[src/rtl/alu_pkg.sv]
`default_nettype none
// ============================================================================
// Module      : alu_pkg
// Description : Shared definitions for the ALU sequencer slice: unit-select
//               encodings, sequencer FSM state encoding and default widths.
// Revision    : 1.0 - initial release
// ============================================================================
package alu_pkg;

  // Default operand width and default unit-response timeout.
  localparam int c_DATA_WD_DEF = 16;
  localparam int c_TIMEOUT_DEF = 4;

  // Number of execution units behind the sequencer.
  localparam int c_UNIT_CNT = 4;

  // Unit select, taken from CMD_FUN[3:2].
  typedef enum logic [1:0] {
    UNIT_ARITH = 2'b00,
    UNIT_LOGIC = 2'b01,
    UNIT_CMP   = 2'b10,
    UNIT_SHIFT = 2'b11
  } unit_sel_e;

  // Sequencer FSM states.
  typedef enum logic [1:0] {
    IDLE = 2'b00,
    BUSY = 2'b01,
    DONE = 2'b10
  } seq_state_e;

endpackage
`default_nettype wire

[src/rtl/alu_result_mux.sv]
`default_nettype none
// ============================================================================
// Module      : alu_result_mux
// Description : Combinational 4:1 selection of a unit result and its
//               result-valid flag by the latched unit select.
// Revision    : 1.0 - initial release
// ============================================================================
module alu_result_mux
  import alu_pkg::*;
#(
  parameter int OUT_WD = c_DATA_WD_DEF
) (
  input  logic [1:0]        i_sel,
  input  logic [OUT_WD-1:0] i_arith_out,
  input  logic [OUT_WD-1:0] i_logic_out,
  input  logic [OUT_WD-1:0] i_cmp_out,
  input  logic [OUT_WD-1:0] i_shift_out,
  input  logic              i_arith_flag,
  input  logic              i_logic_flag,
  input  logic              i_cmp_flag,
  input  logic              i_shift_flag,
  output logic [OUT_WD-1:0] o_out,
  output logic              o_flag
);

  // Route only the selected unit; all other flags are invisible downstream.
  always_comb begin
    o_out  = '0;
    o_flag = 1'b0;
    case (i_sel)
      UNIT_ARITH: begin o_out = i_arith_out; o_flag = i_arith_flag; end
      UNIT_LOGIC: begin o_out = i_logic_out; o_flag = i_logic_flag; end
      UNIT_CMP:   begin o_out = i_cmp_out;   o_flag = i_cmp_flag;   end
      UNIT_SHIFT: begin o_out = i_shift_out; o_flag = i_shift_flag; end
    endcase
  end

endmodule
`default_nettype wire

[src/rtl/alu_sequencer.sv]
`default_nettype none
// ============================================================================
// Module      : alu_sequencer
// Description : Accepts one command at a time, drives operands and a single
//               unit enable, waits (bounded) for the unit's result flag and
//               presents the captured result or a timeout error through a
//               valid/ready handshake. All outputs are registered.
// Revision    : 1.0 - initial release
// ============================================================================
module alu_sequencer
  import alu_pkg::*;
#(
  parameter int IN_DATA_WD = c_DATA_WD_DEF,
  parameter int OUT_WD     = IN_DATA_WD,
  parameter int TIMEOUT    = c_TIMEOUT_DEF
) (
  input  logic                  CLK,
  input  logic                  RST,
  input  logic                  CMD_VALID,
  output logic                  CMD_READY,
  input  logic [IN_DATA_WD-1:0] CMD_A,
  input  logic [IN_DATA_WD-1:0] CMD_B,
  input  logic [3:0]            CMD_FUN,
  output logic [IN_DATA_WD-1:0] A,
  output logic [IN_DATA_WD-1:0] B,
  output logic [1:0]            ALU_FUN,
  output logic                  ARITH_EN,
  output logic                  LOGIC_EN,
  output logic                  CMP_EN,
  output logic                  SHIFT_EN,
  input  logic [OUT_WD-1:0]     ARITH_OUT,
  input  logic [OUT_WD-1:0]     LOGIC_OUT,
  input  logic [OUT_WD-1:0]     CMP_OUT,
  input  logic [OUT_WD-1:0]     SHIFT_OUT,
  input  logic                  ARITH_FLAG,
  input  logic                  LOGIC_FLAG,
  input  logic                  CMP_FLAG,
  input  logic                  SHIFT_FLAG,
  output logic                  RES_VALID,
  input  logic                  RES_READY,
  output logic [OUT_WD-1:0]     RES_DATA,
  output logic                  RES_ERR
);

  // Counter is wide enough to hold TIMEOUT itself, so it never wraps.
  localparam int                    CNT_WD        = $clog2(TIMEOUT + 1);
  localparam logic [CNT_WD-1:0]     c_TIMEOUT_CNT = CNT_WD'(TIMEOUT);
  localparam logic [c_UNIT_CNT-1:0] c_EN_ONE      = c_UNIT_CNT'(1);

  seq_state_e              r_state,     w_state;
  logic                    r_cmd_ready, w_cmd_ready;
  logic [IN_DATA_WD-1:0]   r_a,         w_a;
  logic [IN_DATA_WD-1:0]   r_b,         w_b;
  logic [1:0]              r_fun,       w_fun;
  logic [1:0]              r_sel,       w_sel;
  logic [c_UNIT_CNT-1:0]   r_en,        w_en;
  logic [CNT_WD-1:0]       r_cnt,       w_cnt;
  logic                    r_res_valid, w_res_valid;
  logic [OUT_WD-1:0]       r_res_data,  w_res_data;
  logic                    r_res_err,   w_res_err;

  logic [CNT_WD-1:0]       w_cnt_inc;
  logic [OUT_WD-1:0]       w_sel_out;
  logic                    w_sel_flag;

  assign w_cnt_inc = r_cnt + CNT_WD'(1);

  alu_result_mux #(
    .OUT_WD (OUT_WD)
  ) u_result_mux (
    .i_sel        (r_sel),
    .i_arith_out  (ARITH_OUT),
    .i_logic_out  (LOGIC_OUT),
    .i_cmp_out    (CMP_OUT),
    .i_shift_out  (SHIFT_OUT),
    .i_arith_flag (ARITH_FLAG),
    .i_logic_flag (LOGIC_FLAG),
    .i_cmp_flag   (CMP_FLAG),
    .i_shift_flag (SHIFT_FLAG),
    .o_out        (w_sel_out),
    .o_flag       (w_sel_flag)
  );

  // State and registered outputs; async reset drops any in-flight command.
  always_ff @(posedge CLK or negedge RST) begin
    if (!RST) begin
      r_state     <= IDLE;
      r_cmd_ready <= 1'b1;
      r_a         <= '0;
      r_b         <= '0;
      r_fun       <= '0;
      r_sel       <= '0;
      r_en        <= '0;
      r_cnt       <= '0;
      r_res_valid <= 1'b0;
      r_res_data  <= '0;
      r_res_err   <= 1'b0;
    end else begin
      r_state     <= w_state;
      r_cmd_ready <= w_cmd_ready;
      r_a         <= w_a;
      r_b         <= w_b;
      r_fun       <= w_fun;
      r_sel       <= w_sel;
      r_en        <= w_en;
      r_cnt       <= w_cnt;
      r_res_valid <= w_res_valid;
      r_res_data  <= w_res_data;
      r_res_err   <= w_res_err;
    end
  end

  // Next state and next output values; everything holds unless changed.
  always_comb begin
    w_state     = r_state;
    w_cmd_ready = r_cmd_ready;
    w_a         = r_a;
    w_b         = r_b;
    w_fun       = r_fun;
    w_sel       = r_sel;
    w_en        = r_en;
    w_cnt       = r_cnt;
    w_res_valid = r_res_valid;
    w_res_data  = r_res_data;
    w_res_err   = r_res_err;
    case (r_state)
      IDLE: begin
        if (CMD_VALID && r_cmd_ready) begin
          w_a         = CMD_A;
          w_b         = CMD_B;
          w_fun       = CMD_FUN[1:0];
          w_sel       = CMD_FUN[3:2];
          w_en        = c_EN_ONE << CMD_FUN[3:2];
          w_cnt       = '0;
          w_cmd_ready = 1'b0;
          w_state     = BUSY;
        end
      end
      BUSY: begin
        w_cnt = w_cnt_inc;
        // The unit clears OUT once EN drops, so capture on the flag edge;
        // a flag arriving on the timeout edge still counts as success.
        if (w_sel_flag) begin
          w_en        = '0;
          w_res_data  = w_sel_out;
          w_res_err   = 1'b0;
          w_res_valid = 1'b1;
          w_state     = DONE;
        end else if (w_cnt_inc == c_TIMEOUT_CNT) begin
          w_en        = '0;
          w_res_data  = '0;
          w_res_err   = 1'b1;
          w_res_valid = 1'b1;
          w_state     = DONE;
        end
      end
      DONE: begin
        if (RES_READY) begin
          w_res_valid = 1'b0;
          w_cmd_ready = 1'b1;
          w_state     = IDLE;
        end
      end
      default: begin
        w_state     = IDLE;
        w_cmd_ready = 1'b1;
        w_en        = '0;
        w_res_valid = 1'b0;
      end
    endcase
  end

  assign CMD_READY = r_cmd_ready;
  assign A         = r_a;
  assign B         = r_b;
  assign ALU_FUN   = r_fun;
  assign ARITH_EN  = r_en[0];
  assign LOGIC_EN  = r_en[1];
  assign CMP_EN    = r_en[2];
  assign SHIFT_EN  = r_en[3];
  assign RES_VALID = r_res_valid;
  assign RES_DATA  = r_res_data;
  assign RES_ERR   = r_res_err;

endmodule
`default_nettype wire
[config.mk]
export PLATFORM = sky130hd
export DESIGN_NAME = alu_sequencer
export DESIGN_NICKNAME = d
export VERILOG_FILES = /design/src/rtl/alu_pkg.sv /design/src/rtl/alu_result_mux.sv /design/src/rtl/alu_sequencer.sv
export SDC_FILE = /design/constraint.sdc
export NUM_CORES = 1
export LEC_CHECK = 0
export CAP_MARGIN = 5
export CORE_MARGIN = 2
export CORE_UTILIZATION = 42
export CTS_BUF_LIST = sky130_fd_sc_hd__clkbuf_4 sky130_fd_sc_hd__clkbuf_8
export CTS_CLUSTER_DIAMETER = 100
export DETAILED_ROUTE_END_ITERATION = 10
export PLACE_DENSITY = 0.83
export SYNTH_ARGS = -nofsm -noshare
export SYNTH_HDL_FRONTEND = slang
export SYNTH_SLANG_ARGS = --single-unit
export TNS_END_PERCENT = 100
[constraint.sdc]
create_clock -name CLK -period 2.68 [get_ports CLK]
set_clock_uncertainty 0.15 [all_clocks]
set_input_delay 0.536 -clock CLK [delete_from_list [all_inputs] [get_ports CLK]]
set_output_delay 0.536 -clock CLK [all_outputs]
set_load 0.02 [all_outputs]
# Word level (Yosys, flattened, before mapping)
# Cells that the tools add are included.
[totals] inputBits=108 out_inout_bits=57 regBits=64
[classes] n_reduce_logical=12 add_sub_neg=1 shifts=1 mux=23 n_eq_ne=9 bitwise_logic=3
[ops] operator="16-bit one-hot mux with 4 select lines" count=1
[ops] operator="16-bit two-way mux" count=2
[ops] operator="4-bit two-way mux" count=3
[ops] operator="4-bit one-hot mux with 3 select lines" count=1
[ops] operator="3-bit AND reduction" count=4
[ops] operator="2-bit two-way mux" count=4
[ops] operator="2-bit == test (second input constant)" count=3
[ops] operator="1-bit two-way mux" count=6
[ops] operator="1-bit one-hot mux with 3 select lines" count=2
[ops] operator="2-bit one-hot mux with 3 select lines" count=1
[ops] operator="3-bit one-hot mux with 2 select lines" count=1
[ops] operator="2-bit AND reduction" count=3
[ops] operator="2-bit by 1-bit == test with 1-bit output (second input constant)" count=2
[ops] operator="2-bit zero test" count=2
[ops] operator="2-bit inequality test (second input constant)" count=2
[ops] operator="1-bit one-hot mux with 4 select lines" count=1
[ops] operator="2-bit nonzero test" count=2
[ops] operator="1-bit by 2-bit << shifter with 4-bit output (first input constant)" count=1
[ops] operator="3-bit by 1-bit adder with 3-bit output (second input constant)" count=1
[ops] operator="3-bit == test (second input constant)" count=1
[ops] operator="3-bit two-way mux" count=1
[ops] operator="3-bit by 2-bit inequality test with 1-bit output (second input constant)" count=1
[ops] operator="1-bit NOT" count=3
[ops] operator="1-bit logical AND" count=1

# Depth between registers and ports, before layout
# Gate-level depths: netlist (run 1).
[logic_depth] word_depth=5 ltp_mapped=6 ltp_nobuf=4

# Hierarchy
# A second synthesis (run 1) with hierarchy kept.
[unflattened] hier_cells=206 hier_area_um2=3211.8
[by_module_without_submodules] mod="alu_sequencer" instances=1 area_per_inst_um2=2761.4 cells_per_inst=185
[by_module_without_submodules] mod="alu_result_mux" instances=1 area_per_inst_um2=450.4 cells_per_inst=21

# Least setup slack after synthesis (run 1)
# No wires, ideal clock.
[synth_timing] path_kind="register to register" from="register r_cmd_ready, in the netlist CMD_READY" to="register r_fun[0], in the netlist ALU_FUN[0]" n_path_buf=1 setup_time_ns=0.125 synth_period_minus_slack_ns=1.937 stages_incl_launch_ff=5 t_arrival_ns=1.662 slack_ns=0.743 path_cell_list="dfstp_2 nand3b_1 nor2_4 buf_4 mux2_2"
[synth_via] elab_chain_len=2
[synth_lines] item="from (decl)" line="alu_sequencer.sv:51" text="logic r_cmd_ready, w_cmd_ready;"
[synth_lines] item="from (signal assigned)" line="alu_sequencer.sv:100" text="r_cmd_ready <= w_cmd_ready;"
[synth_lines] item="1-bit logical AND" line="alu_sequencer.sv:128" text="if (CMD_VALID && r_cmd_ready) begin"
[synth_lines] item="2-bit AND reduction (no source line)"
[synth_lines] item="to (signal assigned)" line="alu_sequencer.sv:103" text="r_fun <= w_fun;"
[synth_lines] item="to (decl)" line="alu_sequencer.sv:54" text="logic [1:0] r_fun, w_fun;"
# Every way passes these cells.
# A chain may end at the register's enable or synchronous reset.

# Worst setup path in the final report (run 1)
[layout_timing] from="register r_cnt[0]" to="register r_state[0]"
[layout_via] elab_chain_len=4
[layout_lines] item="from (decl)" line="alu_sequencer.sv:57" text="logic [CNT_WD-1:0] r_cnt, w_cnt;"
[layout_lines] item="from (signal assigned)" line="alu_sequencer.sv:106" text="r_cnt <= w_cnt;"
[layout_lines] item="3-bit by 1-bit adder with 3-bit output" line="alu_sequencer.sv:66" text="assign w_cnt_inc = r_cnt + CNT_WD'(1);"
[layout_lines] item="3-bit == test" line="alu_sequencer.sv:149" text="end else if (w_cnt_inc == c_TIMEOUT_CNT) begin"
[layout_lines] item="3-bit by 2-bit inequality test with 1-bit output (no source line)"
[layout_lines] item="3-bit AND reduction (no source line)"
[layout_lines] item="to (signal assigned)" line="alu_sequencer.sv:99" text="r_state <= w_state;"
[layout_lines] item="to (decl)" line="alu_sequencer.sv:50" text="seq_state_e r_state, w_state;"
# Every way passes these cells.

==> summary.txt, run 1 <==
Outcome = finished clean
Mapped Nets = 355
PwrDens = 1010 mW/mm^2
Cells after Synth = 245
Routability cong. = 0.791
Die width = 92.5 um
Relative slew slack = 37.3%
Slew @ Worst Pin = 0.940 ns
Max Cap Viol = 0
CTS resizes = 0
Design area = 0.00521 mm^2
Synth-to-layout area growth = 58.4%
Gr ovfl total = 0
Share of cells above drive strength 1 = 21.3%
Cts bufs inserted = 9
Drt wl/cell = 16.7 um
Cells after DPL = 499
Die ar. = 0.00856 mm^2
Layout net count = 518
Clk_lat worst skew = 0.34 ns
Vias in the first global route = 2861
Leakage dissipation = 2.20 nW
Initial antenna violation count = 0
FP Rows = 32
Critical Path Fanout Max = 19
Root Driver = clkbuf_8
Vias/cell = 5.18
Sequential area share after synthesis = 48.7%
Post-DP HPWL = 6420 um
First drt pass iteration count = 4
Antenna cells = 0
Combinational Power Share = 53.5%
Final setup vio count = 0
Setup TNS = 0 ns
Worst reg-to-reg setup slack = 0.47 ns
Max-slew violation count = 0
Flop pwr share = 31.1%
RSZ-0062 raised after global routing = no
Final Hold Fails = 0
Reg-to-reg endpoint = r_state[0]$_DFFE_PN0P_
DR DRC count = 0
Non-filler cells in the finished layout = 515
Area after DPL = 0.00502 mm^2
Setup crit end kind = flip-flop
Die height = 92.5 um
Total global-route track usage = 21.1%
Core area = 0.00765 mm^2
Clock network power share = 15.3%
Internal power = 3.28 mW
Sw frac = 37.5%
Post-Syn Area = 0.00329 mm^2
Max Root-Sink Buffers = 2
Critical Path AT = 2.29 ns
Post-route ant nets = 0
Clk slew on worst S/H paths = 0.08 ns
#FFs+latches synth = 64
Hold WC Path Type = input port to asynchronous set/reset pin
Origin of the critical flop-to-flop path = r_cnt[0]$_DFFE_PN0P_
I/O Buffers = 164
Initial DRC Count = 55
Top cell type's share of synthesized area = 47.9%
Leading area contributor after synthesis = dfrtp_1
Synth Warn # = 0
TritonCTS clock tree = built
VDD IR max = 0.658 mV
Post-Route WL = 8610 um
CTS Hold Bufs = 0
Required time worst endpoint = 2.76 ns
First-pass GRT wire length = 14000 um
Post-CTS Setup Repair Bufs = 0
Psw = 1.97 mW
Via count = 2670
Clock Sinks = 64
CP Class = flip-flop to flip-flop
Synthesized area per cell = 13.4 um^2
Reg2Reg Depth = 4
Crit start category = flip-flop
Htree depth = 3
Cell variety after synth = 34
Num ports = 165
Period minus WS final = 2.21 ns
Starting Density = 43.0%
Fmax = 452 MHz
Part of the cycle the worst path needs = 82.5%
Largest net degree at the start of global routing = 65
Top post-synthesis cells by area = dfrtp_1 48%, mux2_2 11%, mux4_2 9.6%
==> cell usage after synthesis <==
| cell | instances |
|---|---|
| clkbuf_1 | 5 |
| o211ai_1 | 4 |
| o21ai_0 | 9 |
| a211oi_4 | 1 |
| mux2_1 | 4 |
| nor2b_1 | 4 |
| or2_2 | 1 |
| o211ai_2 | 12 |
| a211o_1 | 16 |
| dfstp_2 | 1 |
| xor2_1 | 1 |
| ha_1 | 2 |
| buf_2 | 5 |
| nor3_1 | 1 |
| a21oi_1 | 4 |
| inv_1 | 18 |
| and2_1 | 1 |
| o2bb2ai_1 | 4 |
| nor2_1 | 2 |
| buf_1 | 1 |
| buf_6 | 4 |
| nand3b_1 | 1 |
| mux4_1 | 3 |
| dfrtp_1 | 63 |
| nor3b_1 | 1 |
| mux2_2 | 32 |
| mux4_2 | 14 |
| buf_4 | 4 |
| nor2_4 | 1 |
| mux2i_1 | 4 |
| nand2_1 | 4 |
| nand2b_1 | 1 |
| a31oi_1 | 1 |
| nand3_1 | 16 |
==> power groups by stage <==
stage	clock network (mW)	registers [mW]	logic [mW]
after global placement	0	1.63	2.78
after CTS	0.835	1.64	2.85
after detailed placement	0	1.66	2.83
after floorplan	0	2.02	1.36
after global routing	0.868	1.70	3.02
final	0.805	1.64	2.81
==> area by class of cell <==
type	count	area, um^2
fillers	584	2440
repair buffers	171	1710
flip-flops and latches	64	1600
multi-input cells	144	1510
clock buffers	10	131
well taps	102	128
inverters	18	67.6
clock inverters	6	60.1
==> through the flow <==
| step | hold WS [ns] | worst slack (ns) | utilization [%] | power, mW |
|---|---|---|---|---|
| 3_5_place_dp | 0.329 | 0.307 | 65.6 | 4.49 |
| 6_report | 0.0495 | 0.469 | 68.1 | 5.25 |
| 2_1_floorplan | 0.0904 | 0.743 | - | 3.38 |
| 5_1_grt | 0.0818 | 0.346 | 68.1 | 5.59 |
| 4_1_cts | 0.0489 | 0.449 | 68.1 | 5.32 |
| 3_3_place_gp | 0.319 | 0.365 | 65.6 | 4.40 |
==> cells in the final DEF (no fill, tap or decap), types with 5 or more instances in the layout <==
| master | instances |
|---|---|
| a211o_1 | 16 |
| buf_4 | 5 |
| clkbuf_8 | 9 |
| clkdlybuf4s50_1 | 163 |
| dfrtp_1 | 63 |
| inv_1 | 18 |
| mux2_2 | 32 |
| mux4_2 | 14 |
| nand3_1 | 16 |
| o211ai_2 | 12 |
| o21ai_0 | 9 |
==> kinds of logic after synthesis <==
group | count (synthesis) | synth area share, %
adder cells (fa/ha/maj) | 2 | 0.760
buffers and inverters | 37 | 5.78
XOR/XNOR | 1 | 0.266
flip-flops | 64 | 48.7
AO/OA/AOI/OAI | 51 | 13.6
multiplexers | 57 | 25.5
AND/OR/NAND/NOR | 33 | 5.40
==> per-layer routing <==
metal / track usage (%) / wire length [um]
met5: 0 / 0
met4: 6.22 / 131
met1: 25.2 / 3340
met2: 35.8 / 4550
met3: 7.49 / 594
==> flip-flops by register name (all words and copies together) (netlist names), 2 cells and up <==
signal	count
A	16
ALU_FUN	2
B	16
r_cnt	3
r_sel	2
RES_DATA	16
r_en	4
r_state	2
==> worst max path at each step <==
stage	from	slack (ns)	depth (start not counted)	to
3_3_place_gp	CMP_FLAG	0.36	5	RES_DATA[1]$_DFFE_PN0P_
4_1_cts	CMD_READY$_DFFE_PN1P_	0.45	1	CMD_READY
5_1_grt	r_cnt[0]$_DFFE_PN0P_	0.35	4	r_state[0]$_DFFE_PN0P_
6_report	r_cnt[0]$_DFFE_PN0P_	0.47	4	r_state[0]$_DFFE_PN0P_
3_5_place_dp	SHIFT_FLAG	0.31	5	RES_DATA[2]$_DFFE_PN0P_
2_1_floorplan	CMD_READY$_DFFE_PN1P_	0.74	4	ALU_FUN[0]$_DFFE_PN0P_
==> worst max-delay path, stage by stage (launching register included) <==
cell and delay (ns):
dfrtp_1 0.41, ha_1 0.26, xor2_2 0.77, a211oi_4 0.19, or2_2 0.32
No activity file was read; power rests on OpenSTA's default activity.
==> run 2: changes to the inputs <==
--- a/config.mk
+++ b/config.mk
@@ -7,11 +7,11 @@
 export LEC_CHECK = 0
 export CAP_MARGIN = 5
 export CORE_MARGIN = 2
-export CORE_UTILIZATION = 42
+export CORE_UTILIZATION = 38
 export CTS_BUF_LIST = sky130_fd_sc_hd__clkbuf_4 sky130_fd_sc_hd__clkbuf_8
 export CTS_CLUSTER_DIAMETER = 100
 export DETAILED_ROUTE_END_ITERATION = 10
-export PLACE_DENSITY = 0.83
+export PLACE_DENSITY = 0.8
 export SYNTH_ARGS = -nofsm -noshare
 export SYNTH_HDL_FRONTEND = slang
 export SYNTH_SLANG_ARGS = --single-unit
==> constraint.sdc (replaced) <==
create_clock -name CLK -period 1.9 [get_ports CLK]
set_clock_uncertainty 0.15 [all_clocks]
set_input_delay 0.38 -clock CLK [delete_from_list [all_inputs] [get_ports CLK]]
set_output_delay 0.38 -clock CLK [all_outputs]
set_load 0.02 [all_outputs]
==> run 2 against run 1 <==
  * Final cell count increased by 1.9%
  * Power up 45%
  * Die area up 10%
  * Register-to-register slack got worse by 0.36 ns
  * Combinational power is 49% higher
  * Worst setup slack got worse by 0.44 ns
  * Hold slack better by 0.30 ns
  * Critical path type is now flip-flop to primary output
  * Highest routed layer unchanged
==> summary.txt, run 2 (synthesized netlist as in run 1, its figures left out) <==
Outcome = finished clean
Critical Path Fanout Max = 2
Hold Path Sink = A[15]$_DFFE_PN0P_
Htree depth = 3
Initial DRC Count = 58
Commonest non-fill, non-tap cell in the layout = clkdlybuf4s50_1
Gr ovfl total = 0
Vias/cell = 5.20
Max Cap Viol = 0
I/O Buffers = 164
Post-DP HPWL = 6670 um
Final setup vio count = 0
Setup crit end kind = primary output
Starting Density = 39.7%
Combinational Power Share = 54.9%
Layout net count = 526
Core area = 0.00830 mm^2
Max-slew violation count = 0
Initial antenna violation count = 0
Fmax = 534 MHz
Area after DPL = 0.00511 mm^2
Vias in the first global route = 2964
Cts bufs inserted = 9
Die width = 97.1 um
CP Launch Point = RES_DATA[8]$_DFFE_PN0P_
Clk slew on worst S/H paths = 0.07 ns
First-pass GRT wire length = 14500 um
Delay-heaviest family, CP = buffers and inverters
Internal power = 4.80 mW
Cells after DPL = 509
Slowest CP cell = clkdlybuf4s50_1
FP Rows = 33
Clock network power share = 15.4%
Clk_lat worst skew = 0.33 ns
Die height = 97.1 um
Max Root-Sink Buffers = 2
RSZ-0062 raised after global routing = no
Leakage dissipation = 2.31 nW
CP Class = flip-flop to primary output
Num ports = 165
Sw frac = 37.0%
Root Driver = clkbuf_8
Hold WC Path Type = flip-flop to flip-flop
Crit start category = flip-flop
Non-filler cells in the finished layout = 525
Flop pwr share = 29.7%
Via count = 2732
Cells along the critical path = clkdlybuf4s50_1
Relative slew slack = 72.3%
Die ar. = 0.00942 mm^2
Psw = 2.81 mW
Reg2Reg Depth = 4
Post-Route WL = 8800 um
Hold Path Origin = A[15]$_DFFE_PN0P_
Synth-to-layout area growth = 62.4%
First drt pass iteration count = 4
DR DRC count = 0
Post-route ant nets = 0
Drt wl/cell = 16.8 um
Most frequent cells in the layout = 155 x clkdlybuf4s50_1, 63 x dfrtp_1, 32 x mux2_2
Antenna cells = 0
Total global-route track usage = 19.2%
Final Hold Fails = 0
TritonCTS clock tree = built
Share of cells above drive strength 1 = 22.6%
Slew @ Worst Pin = 0.416 ns
Required time worst endpoint = 1.37 ns
Max incr delay on CP = 0.66 ns
Hold depth = 1
PwrDens = 1430 mW/mm^2
Origin of the critical flop-to-flop path = r_sel[0]$_DFFE_PN0P_
Worst reg-to-reg setup slack = 0.11 ns
Critical Path AT = 1.34 ns
Routability cong. = 0.818
Reg-to-reg endpoint = r_en[0]$_DFFE_PN0P_
Period minus WS final = 1.87 ns
CP bufs+invs = 1
Design area = 0.00535 mm^2
VDD IR max = 0.854 mV
Clock Sinks = 64
Part of the cycle the worst path needs = 98.5%
Largest net degree at the start of global routing = 65
[run 2: cell count changes in the layout (fill, tap and decap cells not counted), sizes merged]
cell           before  now
dlymetal6s2s        0    6
dlygate4sd3         0    1
clkinvlp            2    1
clkdlybuf4s50     163  155
dlygate4sd2         0    2
clkinv              3    1
clkbuf             10   12
buf                 8   15
[run 2: area by class of cell]
type,instances,area (um^2)
Fill cell,659,2950
Clock buffer,12,153
Tap cell,105,131
Clock inverter,3,42.5
Inverter,18,67.6
Timing Repair Buffer,179,1830
Multi-Input combinational cell,144,1520
Sequential cell,64,1600
[run 2: repair_timing]
item | in CTS | in global routing
cloned | 0 | 0
hold buffers | 1 | 0
resized for setup | 3 | 8
buffers inserted | 0 | 0
pin swaps | 0 | 1
setup endpoints to repair | 17 | 18
endpoints found under the hold margin | 63 | 0
[run 2: worst max path at each step]
stage / slack (ns) / end / depth (start not counted)
after floorplan: -0.04 / ALU_FUN[0]$_DFFE_PN0P_ / 4
after detailed placement: -0.27 / r_en[0]$_DFFE_PN0P_ / 5
after global placement: -0.22 / r_en[2]$_DFFE_PN0P_ / 5
after global routing: 0.0002 / RES_DATA[8] / 1
after CTS: 0.002 / SHIFT_EN / 1
final: 0.03 / RES_DATA[8] / 1
[run 2: power groups by stage]
stage	Sequential, mW	Combinational, mW	Clock, mW
after floorplan	2.85	1.91	0
after global placement	2.26	4.12	0
after detailed placement	2.29	4.21	0
after CTS	2.27	4.22	1.19
after global routing	2.35	4.47	1.27
final	2.26	4.19	1.17
[run 2: per-layer routing]
layer | up-vias | global-route usage [%] | part of all wire (%)
met5 | - | 0 | 0
met4 | 0 | 9.21 | 3.4
met3 | 22 | 4.96 | 5.3
met2 | 83 | 33.2 | 54
met1 | 1371 | 22.3 | 38
li1 | 1256 | - | -
[run 2: through the flow]
step                      TNS [ns]  hold slack [ns]  utilization, %  worst slack [ns]  total power [mW]
final                            0            0.346            64.4            0.0279              7.62
after global routing             0            0.371            64.4          0.000229              8.08
after CTS                        0            0.354            64.1           0.00220              7.69
after detailed placement     -9.56            0.280            61.5            -0.266              6.50
after global placement       -8.07            0.275            61.5            -0.223              6.38
after floorplan             -0.946          -0.0656               -           -0.0369              4.76
